$ cat src/rtl/iterative_shift_unit.sv
// Multi-cycle SLL/SRL/SRA unit that shifts one bit per clock and signals completion with a
// start/done handshake, so the control path can stall on shifts instead of using a barrel shifter.
module iterative_shift_unit #(
  parameter int unsigned WIDTH      = 32,
  parameter int unsigned SHAMT_BITS = 5
) (
  input  logic             clk,
  input  logic             reset,
  input  logic             start,
  input  logic [1:0]       op,
  input  logic [WIDTH-1:0] operand,
  input  logic [WIDTH-1:0] shamt_ext,
  output logic             busy,
  output logic             done,
  output logic [WIDTH-1:0] result
);

  typedef enum logic [1:0] {StIdle, StShift, StDone} state_e;

  localparam logic [1:0] OpSll  = 2'b00;
  localparam logic [1:0] OpSrl  = 2'b01;
  localparam logic [1:0] OpSra  = 2'b10;
  localparam logic [1:0] OpPass = 2'b11;

  state_e                state_q;
  logic [WIDTH-1:0]      work_q;
  logic [SHAMT_BITS-1:0] count_q;
  logic [1:0]            op_q;
  logic                  busy_q;
  logic                  done_q;

  logic                  accept;
  logic [SHAMT_BITS-1:0] shamt_lo;
  logic [WIDTH-1:0]      shifted;
  logic                  unused_shamt_hi;

  assign accept          = start && (state_q != StShift);
  assign shamt_lo        = shamt_ext[SHAMT_BITS-1:0];
  // Upper extender bits carry no information for the shift count.
  assign unused_shamt_hi = ^shamt_ext[WIDTH-1:SHAMT_BITS];

  always_comb begin
    shifted = work_q;
    unique case (op_q)
      OpSll:   shifted = {work_q[WIDTH-2:0], 1'b0};
      OpSrl:   shifted = {1'b0, work_q[WIDTH-1:1]};
      OpSra:   shifted = {work_q[WIDTH-1], work_q[WIDTH-1:1]};
      default: shifted = work_q;
    endcase
  end

  always_ff @(posedge clk) begin
    if (reset) begin
      state_q <= StIdle;
      work_q  <= '0;
      count_q <= '0;
      op_q    <= OpSll;
      busy_q  <= 1'b0;
      done_q  <= 1'b0;
    end else begin
      busy_q <= 1'b0;
      done_q <= 1'b0;
      if (accept) begin
        work_q  <= operand;
        op_q    <= op;
        count_q <= shamt_lo;
        if ((shamt_lo != '0) && (op != OpPass)) begin
          state_q <= StShift;
          busy_q  <= 1'b1;
        end else begin
          state_q <= StDone;
          done_q  <= 1'b1;
        end
      end else begin
        unique case (state_q)
          StShift: begin
            work_q  <= shifted;
            count_q <= count_q - 1'b1;
            if (count_q == SHAMT_BITS'(1)) begin
              state_q <= StDone;
              done_q  <= 1'b1;
            end else begin
              busy_q <= 1'b1;
            end
          end
          StDone:  state_q <= StIdle;
          default: state_q <= StIdle;
        endcase
      end
    end
  end

  assign busy   = busy_q;
  assign done   = done_q;
  assign result = work_q;

endmodule

$ cat config.mk
export PLATFORM = sky130hd
export DESIGN_NAME = iterative_shift_unit
export DESIGN_NICKNAME = d
export VERILOG_FILES = /design/src/rtl/iterative_shift_unit.sv
export SDC_FILE = /design/constraint.sdc
export NUM_CORES = 1
export LEC_CHECK = 0
export CORE_ASPECT_RATIO = 0.7
export CORE_MARGIN = 1
export CORE_UTILIZATION = 41
export CTS_CLUSTER_SIZE = 24
export DETAILED_ROUTE_END_ITERATION = 10
export GPL_TIMING_DRIVEN = 0
export PLACE_DENSITY = 0.86
export SLEW_MARGIN = 20
export SYNTH_ARGS = -nofsm -noshare
export SYNTH_HDL_FRONTEND = slang
export SYNTH_SLANG_ARGS = --single-unit
$ cat constraint.sdc
create_clock -name clk -period 1.85 [get_ports clk]
set_input_delay 0.2775 -clock clk [delete_from_list [all_inputs] [get_ports clk]]
set_output_delay 0.2775 -clock clk [all_outputs]
set_load 0.05 [all_outputs]
; ---- Word level (Yosys, flattened, before mapping)
; Cells that the tools add are included.
[totals]
output_inout_bits = 34
word_cells = 42
inputBits = 69
reg_bits = 43
[op_classes]
eq_ne = 8
n_addsub = 1
muxes = 17
n_reduce_logical = 9
[op_table]
columns = operator, count
row1 = $pmux 32 s3, 1
row2 = $mux 32, 2
row3 = $mux 5, 2
row4 = $mux 1, 8
row5 = $mux 2, 4
row6 = $eq 5x1->1 const B, 1
row7 = $reduce_bool 5->1, 1
row8 = $sub 5x1->5 const B, 1
row9 = $eq 2x1->1 const B, 2
row10 = $ne 2x2->1 const B, 2
row11 = $reduce_bool 4->1, 1
row12 = $ne 3x3->1 const B, 1
row13 = $reduce_and 3->1, 1
row14 = $reduce_bool 3->1, 1
row15 = $eq 2x2->1 const B, 1
row16 = $logic_and 1x1->1, 2
row17 = $logic_not 2->1, 1
row18 = $ne 2x1->1 const B, 1
row19 = $reduce_and 2->1, 1
row20 = $reduce_bool 2->1, 1

; ---- Depth between registers and ports, before layout
[logic_depth]
depth_word = 4
ltp_mapped = 7
ltp_nobuf = 6

; ---- Least setup slack after synthesis
; No wires, ideal clock.
[synth_timing]
path_type = register -> register
startpoint = reg op_q[0]
endpoint = reg work_q[10], in the netlist result[10]
synth_period_minus_slack_ns = 1.688
arrival_ns = 1.570
path_buffers = 1
setup_time_ns = 0.117
stages_incl_launch_ff = 8
setup_slack_ns = 0.162
t_required_ns = 1.733
path_cell_list = dfxtp_1 -> inv_1 -> ha_1 -> inv_1 -> nor2_1 -> clkbuf_1 -> a221o_1 -> a32o_1
[synth_via]
elab_chain_cells = 4
elab_cells_between_ends = 8
classes_between = eq/ne (2) / mux (3) / reduce/logical (3)
[synth_rtl]
columns = element, line
row1 = from (decl), 28  ; logic [1:0] op_q;
row2 = from (signal assigned), 57  ; op_q <= OpSll;
row3 = from (signal assigned), 65  ; op_q <= op;
row4 = "$eq 2x2->1, or another cell as far along", 44  ; unique case (op_q)
row5 = $pmux 32 s3, 44
row6 = $mux 32, 75  ; unique case (state_q)
row7 = $mux 32, 63  ; if (accept) begin
row8 = to (signal assigned), 64  ; work_q <= operand;
row9 = to (signal assigned), 77  ; work_q <= shifted;
row10 = to (decl), 26  ; logic [WIDTH-1:0] work_q;
; Parallel ways exist; a longest one is shown, timed or not. The select of a mux whose other input is x is not followed.
; A chain may end at the register's enable or synchronous reset.

; ---- Worst setup path after layout
[layout_timing]
startpoint = reg work_q[26], in the netlist result[26]
endpoint = out result[26]
[layout_rtl]
columns = element, line
row1 = to (decl), 15  ; output logic [WIDTH-1:0] result
; No word-level cell between the ends.

==> impl_metrics.csv <==
group,metric,value,unit
global_route,grt_usage,23.2,%
detailed_routing,wl_per_cell,15.8,microns
sta,setup_viol,0,
floorplanning,fp.dieW,90.4,microns
sta,hold_viol_final,0,
setup_path,rrSetupSlack,0.09,ns
final_layout,n_antenna_cell,0,
yosys,ys_ff_latch,43,
floorplanning,io_pins,103,
yosys,avgSynthCellArea,8.60,sq um
setup_path,worstPathCellList,"clkdlybuf4s50_1",
global_route,grt_max_degree,13,
sta,timing.fmax,0.547,GHz
sta,period_minus_slack,1.83,ns
setup_path,critical_path_required,1.57,ns
clock_tree,postCtsHoldBufs,0,
floorplanning,rows,22,
floorplanning,start_util,42.7,%
global_route,grt_pass1_wl,10700,microns
detailed_routing,wl,6570,microns
final_layout,drive_gt1_share,10.2,%
clock_tree,cts_tree,"yes",
final_layout,nNetsFinal,418,
setup_path,worstSetupPathType,"flip-flop to output pin",
setup_path,slowest_delay,0.84,ns
sta,finalCritPeriodShare,98.8,%
setup_path,cp.arrival,1.55,ns
setup_path,crit_path_end_kind,"output pin",
global_route,grt_pass1_vias,2208,
clock_tree,clkSlewWorstSetupHoldPaths,0.08,ns
final_layout,final_common_cell,"nand2_1",
clock_tree,clock_latency,0.30,ns
sta,finalMaxSlewViolations,0,
sta,slew_headroom,65.6,%
detailed_routing,first_pass_iters,5,
placement,globalplace.congestion,0.814,
detailed_routing,dr.first_iter.drc_count,170,
yosys,yosys.cell_types.count,32,
final_layout,fillerInstances,449,
yosys,netlist_instances,261,
sta,rsz0062_at_grt,"no",
setup_path,cp-start-kind,"flip-flop",
power_and_ir_drop,p_leak,0.00151,uW
floorplanning,fp.dieH,63.9,microns
clock_tree,cts_sinks,43,
status,status,"complete, no violations",
sta,tns,0,ns
min_path,hold_class,"flip-flop to flip-flop",
clock_tree,root_buffer,"clkbuf_8",
placement,dpl-instance-area,3090,sq um
sta,worst_slew_pin_slew,0.514,ns
yosys,async_flop_share,0,%
detailed_routing,drc,0,
final_layout,layout.cells.most_common_list,"67 x nand2_1, 63 x clkdlybuf4s50_1, 41 x dfxtp_1",
clock_tree,htree_num_levels,2,
setup_path,cp_max_fo,4,
yosys,syn-num-nets,336,
floorplanning,coreArea,5260,sq um
setup_path,path_buf_inv,1,
final_layout,synthToLayoutAreaGrowth,44.9,%
global_route,grt_overflow,0,
clock_tree,cts_made_buffers,5,
setup_path,slowest_stage,"clkdlybuf4s50_1",
final_layout,fin_area,3250,sq um
floorplanning,die_area,5780,sq um
yosys,yosysWarnings,0,
setup_path,cp_top_family,"buffers and inverters",
global_route,antenna_found_initial,0,
power_and_ir_drop,power.density,839,nW/um^2
placement,port_buffers,75,
yosys,synth_edf_count,0,
sta,fin_skew,0.00782,ns
detailed_routing,drtAntennaViolNets,0,
placement,hpwl,4700,microns
flow_run,maxCapViolCount,0,
clock_tree,cts_buffer_depth,2,
detailed_routing,vias,2409,
yosys,synth_area,2240,sq um
detailed_routing,vias_per_cell,5.79,
power_and_ir_drop,ir_drop,0.445,mV
yosys,ys_seq_area_share,38.4,%
yosys,synth-main-ff-cell,"dfxtp_1",
==> synth_stat cells, types with 2 or more instances <==
| cell type | count | area [sq um] |
|---|---|---|
| nand2_1 | 67 | 251 |
| buf_2 | 9 | 45.0 |
| dfxtp_1 | 43 | 861 |
| a32o_1 | 30 | 300 |
| buf_1 | 3 | 11.3 |
| nor2_1 | 13 | 48.8 |
| clkbuf_1 | 12 | 45.0 |
| ha_1 | 6 | 75.1 |
| a21oi_1 | 9 | 45.0 |
| inv_1 | 7 | 26.3 |
| o21ba_2 | 2 | 20.0 |
| nor3_1 | 4 | 20.0 |
| a221o_1 | 30 | 300 |
| a211oi_1 | 4 | 30.0 |
| o21ai_0 | 5 | 25.0 |
==> area by class of cell <==
class | instances | area [sq um] | area share (%)
multi-input combinational | 186 | 1260 | 38.8
sequential | 43 | 863 | 26.5
timing repair buffer | 75 | 781 | 24.0
buffer | 25 | 130 | 4.00
clock buffer | 8 | 100 | 3.08
tap | 72 | 90.1 | 2.77
inverter | 7 | 26.3 | 0.808
==> sequential cells by signal, indices dropped and copies added (netlist names) <==
signal and flops:
result 32, state_q 2, done 1, op_q 2, busy 1, count_q 5
==> routing by layer <==
layer	GRT usage (%)	part of all wire, %	vias up
met1	31.8	46	1135
met5	0	0	-
met4	7.26	1.1	0
met2	36.2	45	109
met3	5.48	7.1	9
li1	-	-	1156
==> final timing paths <==
check	end	depth (start not counted)	startpoint
setup / recovery	result[26]	1	result[26]
setup reg to reg	result[23]	7	op_q[0]
hold / removal	op_q[0]	2	op_q[0]
hold reg to reg	op_q[0]	2	op_q[0]
==> report_power, final <==
group / switching [uW] / total, uW / internal (uW)
logic: 560 / 965 / 405
registers: 90.9 / 1110 / 1010
clock network: 318 / 658 / 341
==> cells by family after synthesis <==
family / Yosys count / synth area share, %
compound gates: 86 / 34.3
fa+ha+maj: 6 / 3.34
flops: 43 / 38.4
mux: 1 / 0.446
buf+inv: 32 / 6.19
simple gates: 93 / 17.4
==> repair_timing <==
action                     in CTS  in global routing
setup endpoints to repair      30                 42
pin swaps                       0                  1
setup buffers                   0                  0
resized for setup               9                 23
hold endpoints to repair        0                  0
==> metrics by stage <==
stage | std cells | hold slack, ns | total power, uW | worst slack (ns) | util [%]
after floorplan | 261 | 0.356 | 1730 | 0.162 | -
after detailed placement | 408 | 0.487 | 2070 | -0.0929 | 58.7
after global routing | 416 | 0.498 | 2860 | 0.00123 | 61.9
after CTS | 416 | 0.483 | 2720 | 0.00992 | 60.9
final | 416 | 0.489 | 2730 | 0.0227 | 61.9
after global placement | 408 | 0.474 | 2050 | -0.0282 | 58.7
Note: power is estimated with default switching activity, not from simulation.
